**config.mk**
```make
export PLATFORM = sky130hd
export DESIGN_NAME = fa_serial_seq
export DESIGN_NICKNAME = d
export VERILOG_FILES = /design/src/rtl/fa_serial_seq.sv
export SDC_FILE = /design/constraint.sdc
export NUM_CORES = 1
export LEC_CHECK = 0
export CAP_MARGIN = 15
export CORE_MARGIN = 2
export CORE_UTILIZATION = 52
export DETAILED_ROUTE_END_ITERATION = 16
export MAX_ROUTING_LAYER = met4
export PLACE_DENSITY = 0.83
export SLEW_MARGIN = 10
export SYNTH_ARGS = -nofsm -noshare
export SYNTH_HDL_FRONTEND = slang
export SYNTH_SLANG_ARGS = --single-unit
export TNS_END_PERCENT = 5
```
**constraint.sdc**
```tcl
create_clock -name clk -period 2.8 [get_ports clk]
set_input_delay 0.84 -clock clk [delete_from_list [all_inputs] [get_ports clk]]
set_output_delay 0.84 -clock clk [all_outputs]
set_load 0.01 [all_outputs]
```
**src/rtl/fa_serial_seq.sv**
```systemverilog
// Bit-serial ripple adder sequencer: feeds one shared external full adder
// LSB first, one bit per cycle, and registers the WIDTH-bit result.
//
// state  | meaning
// S_IDLE | waiting for start; adder inputs held at 0; last result held
// S_RUN  | one operand bit per cycle presented to the adder
// S_DONE | one-cycle result-valid pulse; start ignored
module fa_serial_seq #(
  parameter int WIDTH = 8
) (
  input  logic             clk,
  input  logic             rst_n,
  input  logic             start,
  input  logic [WIDTH-1:0] op_a,
  input  logic [WIDTH-1:0] op_b,
  input  logic             op_cin,
  output logic             fa_a,
  output logic             fa_b,
  output logic             fa_cin,
  input  logic             fa_sum,
  input  logic             fa_cout,
  output logic             busy,
  output logic             done,
  output logic [WIDTH-1:0] sum,
  output logic             cout
);

  localparam int CW = (WIDTH > 1) ? $clog2(WIDTH) : 1;

  typedef enum logic [1:0] {S_IDLE, S_RUN, S_DONE} state_t;

  state_t           r_state;
  state_t           w_state_nxt;
  logic [WIDTH-1:0] r_a_sh;
  logic [WIDTH-1:0] r_b_sh;
  logic [WIDTH-1:0] r_acc;
  logic [WIDTH-1:0] r_sum;
  logic             r_carry;
  logic             r_cout;
  logic [CW-1:0]    r_cnt;
  logic             w_last;
  logic [WIDTH-1:0] w_acc_shift;

  // Accumulator fills from the MSB so bit i ends up holding step i's sum.
  always_comb begin
    w_acc_shift            = r_acc >> 1;
    w_acc_shift[WIDTH-1]   = fa_sum;
  end

  assign w_last = (r_cnt == CW'(WIDTH - 1));

  always_comb begin
    w_state_nxt = r_state;
    busy        = 1'b0;
    done        = 1'b0;
    fa_a        = 1'b0;
    fa_b        = 1'b0;
    fa_cin      = 1'b0;
    case (r_state)
      S_IDLE: begin
        if (start) w_state_nxt = S_RUN;
      end
      S_RUN: begin
        busy   = 1'b1;
        fa_a   = r_a_sh[0];
        fa_b   = r_b_sh[0];
        fa_cin = r_carry;
        if (w_last) w_state_nxt = S_DONE;
      end
      S_DONE: begin
        done        = 1'b1;
        w_state_nxt = S_IDLE;
      end
      default: w_state_nxt = S_IDLE;
    endcase
  end

  always_ff @(posedge clk) begin
    if (!rst_n) begin
      r_state <= S_IDLE;
      r_a_sh  <= '0;
      r_b_sh  <= '0;
      r_acc   <= '0;
      r_sum   <= '0;
      r_carry <= 1'b0;
      r_cout  <= 1'b0;
      r_cnt   <= '0;
    end else begin
      r_state <= w_state_nxt;
      case (r_state)
        S_IDLE: begin
          if (start) begin
            r_a_sh  <= op_a;
            r_b_sh  <= op_b;
            r_carry <= op_cin;
            r_acc   <= '0;
            r_cnt   <= '0;
          end
        end
        S_RUN: begin
          r_a_sh  <= r_a_sh >> 1;
          r_b_sh  <= r_b_sh >> 1;
          r_acc   <= w_acc_shift;
          r_carry <= fa_cout;
          r_cnt   <= r_cnt + CW'(1);
          if (w_last) begin
            r_sum  <= w_acc_shift;
            r_cout <= fa_cout;
          end
        end
        default: ;
      endcase
    end
  end

  assign sum  = r_sum;
  assign cout = r_cout;

endmodule

```
Word-level counts from Yosys, hierarchy flattened:

Index checks and enable logic that the tools add are counted.

* register bits after elaboration: 39
* bits of input ports: 22

* $add $sub $neg: 1
* reductions and logical operators: 5
* multiplexer cells: 18
* equal/unequal tests: 5

Operators by type and width (count)
* one-hot mux 8 bit (2 select lines): 3
* two-way mux 8 bit: 3
* two-way mux 1 bit: 6
* one-hot mux 3 bit (2 select lines): 1
* AND reduction 2 bit: 3
* two-way mux 2 bit: 2
* inequality test 2 bit (second input constant): 2
* one-hot mux 2 bit (2 select lines): 1
* adder 3 x 1 -> 3 bit (second input constant): 1
* equality test 3 bit (second input constant): 1
* two-way mux 3 bit: 1
* equality test 2 x 1 -> 1 bit (second input constant): 1
* equality test 2 bit (second input constant): 1
* logical NOT 2 bit: 1
* one-hot mux 1 bit (2 select lines): 1
* nonzero test 2 bit: 1

Depth between registers and ports, before layout:

* depth in word-level cells: 3
* gate-level depth with buffers: 6
* gate-level depth less buffers: 5

Worst setup path before layout:

Ideal clock, no wire load.

* path kind: register to output
* from: register r_state[1]
* to: output done
* stages on the path, launching flop included: 4
* path buffers: 2
* path slack: 911 ps
* arrival time: 1049 ps
* cell sequence: dfxtp_1 clkbuf_1 buf_2 nor2b_1

* longest elaborated chain between the ends: 2

Ends and longest elaborated chain
* start: declaration: line 32 `state_t r_state;`
* start signal: assignment: line 89 `r_state <= w_state_nxt;`
* equality test 2 bit: line 59 `case (r_state)`
* two-way mux 1 bit: line 59
* end: declaration: line 23 `output logic done,`

No other way between the ends.

Worst setup path after layout:

* from: register r_state[1]
* to: output fa_b

* longest elaborated chain between the ends: 2

Ends and longest elaborated chain
* equality test 2 x 1 -> 1 bit: line 59
* two-way mux 1 bit: line 59
* end: declaration: line 18 `output logic fa_b,`

No other way between the ends.

==> metrics.csv <==
metric,value,unit
number of global-route vias before repair,1287,
synthesized area,1520,sq um
Initial Util,55.2,%
antenna violations before repair,0,
Crit path arrival time,1.82,ns
pre-CTS setup slack,0.318,ns
Final Max Slew Viols,0,
TritonCTS buffer count,5,
Cell variety after synth,24,
yosys warns,0,
Tightest Hold Check Type,register to register,
post-detail-place hpwl,2260,um
share of cells above drive strength 1,8.63,%
maxcap violations,0,
Final Skew,0.0141,ns
worst slew pin tran,0.680,ns
area grow syn2layout,29.0,%
"EDFF count, synth",0,
top-count cell post-synth,dfxtp_1,
WL/cell,14.3,um
1st-iter DRT viols,21,
die width,58.1,um
asr flop ratio synth,0,%
Sink Count,38,
Final Util,71.2,%
Synth area leader,dfxtp_1,
Worst-path clk slew,0.10,ns
die height,58.1,um
post-layout minimum cycle time,2.66,ns
I/O Pins,36,
first-pass GRT wire length,5510,um
RSZ-0062 raised after global routing,false,
Area contributors post-synth,"dfxtp_1, mux2i_1, o211ai_1",
CTS tree,yes,
clk buf depth,2,
Post-Syn Instances,163,
row count,19,
Routed Antenna Nets,0,
Max VDD drop,0.000599,V
Post-Route WL,3250,um
Crit. End Element,output port,
nets,220,
die area,3370,sq um
"Net Count, Synth",187,
slew margin rel.,54.6,%
Hold Buf Count CTS,0,
largest net degree at the start of global routing,28,
Core ar.,2760,sq um
final setup fails,0,
kind of critical path,register to output port,
GRT Resource Usage Total,22.3,%
CP max FO,8,
CTS-repair resized insts,0,
clock root buffer,clkbuf_4,
DR vias/cell,5.81,
Final TNS setup,0,ns
via count,1324,
fmax,376,MHz
Final Hold Viols,0,
CP Launch Type,register,
ant diodes,0,
First-pass DRT Iterations,4,
IO buf count,35,
H-tree Lvls,2,
status,completed,
clk_lat worst skew,0.35,ns
worst path required time,1.96,ns
post-synthesis register bit count,38,
period utilization,94.9,%
LEAKAGE,0.000720,uW
Syn Area/Cell,9.33,sq um
M3 GR Usage,4.24,%
Most used DFF post-synth,dfxtp_1,
met2 Resource Use GR,35.4,%
sequential area share after synthesis,50.0,%
global route hottest layer,met2,
# Post-CTS Setup Buffers,0,
Post-route DRC,0,
top cell type's share of synthesized area,50.0,%
Post-synth top cells,"dfxtp_1, o21ai_0, mux2i_1, nand2_1, o211ai_1",
gpl congestion,0.769,
grt met1 use,25.8,%
total global routing overflow,0,
P per Cell Area,540,nW/um^2
fin worst setup slack,0.143,ns
-- sequential cells by signal, summed over array words and instances (netlist names) --
name / cells
r_carry: 1
r_acc: 7
r_state: 2
r_a_sh: 8
r_cnt: 3
sum: 8
r_b_sh: 8
cout: 1
-- layer usage --
layer | wire length, um | part of all wire [%]
met5 | 0 | 0
met4 | 66 | 2.0
met3 | 123 | 3.8
met2 | 1620 | 50
met1 | 1440 | 44
-- critical path, cell delays in order (launching register included) --
cell             delay (ns)
dfxtp_1                0.32
nand2b_1               0.27
inv_2                  0.19
and2_1                 0.16
clkdlybuf4s50_1        0.53
-- cells by family after synthesis --
kind of cell | after synthesis | synth area share (%)
adders and majority gates | 2 | 1.64
buffers and inverters | 16 | 4.61
muxes | 16 | 10.5
and+or+nand+nor | 39 | 12.9
AOI/OAI and AO/OA | 52 | 20.3
DFF | 38 | 50.0
-- path summary, 6_finish.rpt --
path	startpoint	depth (start not counted)	endpoint	slack, ns
worst min-delay path	r_cnt[2]	2	r_cnt[2]	0.47
worst max register to register	r_state[0]	4	r_b_sh[1]	1.07
worst max-delay path	r_state[1]	4	fa_b	0.14
worst min register to register	r_cnt[2]	2	r_cnt[2]	0.47
-- power breakdown --
group          internal, uW  switching (uW)  leakage, uW  total, uW
clock                   185             182    0.0000450        367
combinational          61.0            57.7     0.000366        119
sequential              562            11.8     0.000310        574
-- metrics by stage --
step           total power [uW]  std cells  area (sq um)  hold slack [ns]
2_1_floorplan               651        163          1520            0.429
6_report                   1060        228          1960            0.475
3_3_place_gp                698        220          1890            0.439
4_1_cts                    1060        228          1960            0.479
5_1_grt                    1100        228          1960            0.509
3_5_place_dp                705        220          1890            0.461
-- cell type report --
| type | count | area [sq um] |
|---|---|---|
| Timing Repair Buffer | 40 | 388 |
| Tap cell | 31 | 38.8 |
| Sequential cell | 38 | 761 |
| Clock inverter | 3 | 40.0 |
| Inverter | 2 | 7.51 |
| Clock buffer | 5 | 37.5 |
| Fill cell | 225 | 795 |
| Multi-Input combinational cell | 109 | 691 |
-- cells in the final DEF, fill, tap and decap left out --
cell type | netlist | final
dfxtp_1 | 38 | 38
and3_1 | 1 | 1
nand2_1 | 16 | 16
o21ai_0 | 17 | 17
and2_1 | 3 | 3
mux2i_1 | 16 | 16
clkbuf_4 | 0 | 5
a21oi_1 | 1 | 1
clkdlybuf4s50_1 | 0 | 35
nor2_1 | 2 | 2
nor2b_1 | 1 | 1
nand2b_1 | 1 | 1
o21ai_1 | 10 | 10
inv_1 | 2 | 1
nand3_1 | 11 | 11
nor2_2 | 1 | 1
nor3b_1 | 1 | 1
nand3b_2 | 1 | 1
bufinv_16 | 0 | 1
o22ai_1 | 9 | 9
o211ai_1 | 15 | 15
clkinv_2 | 0 | 2
buf_4 | 1 | 5
or3b_4 | 1 | 1
inv_2 | 0 | 1
ha_1 | 2 | 2
(Power assumes the default switching activity.)
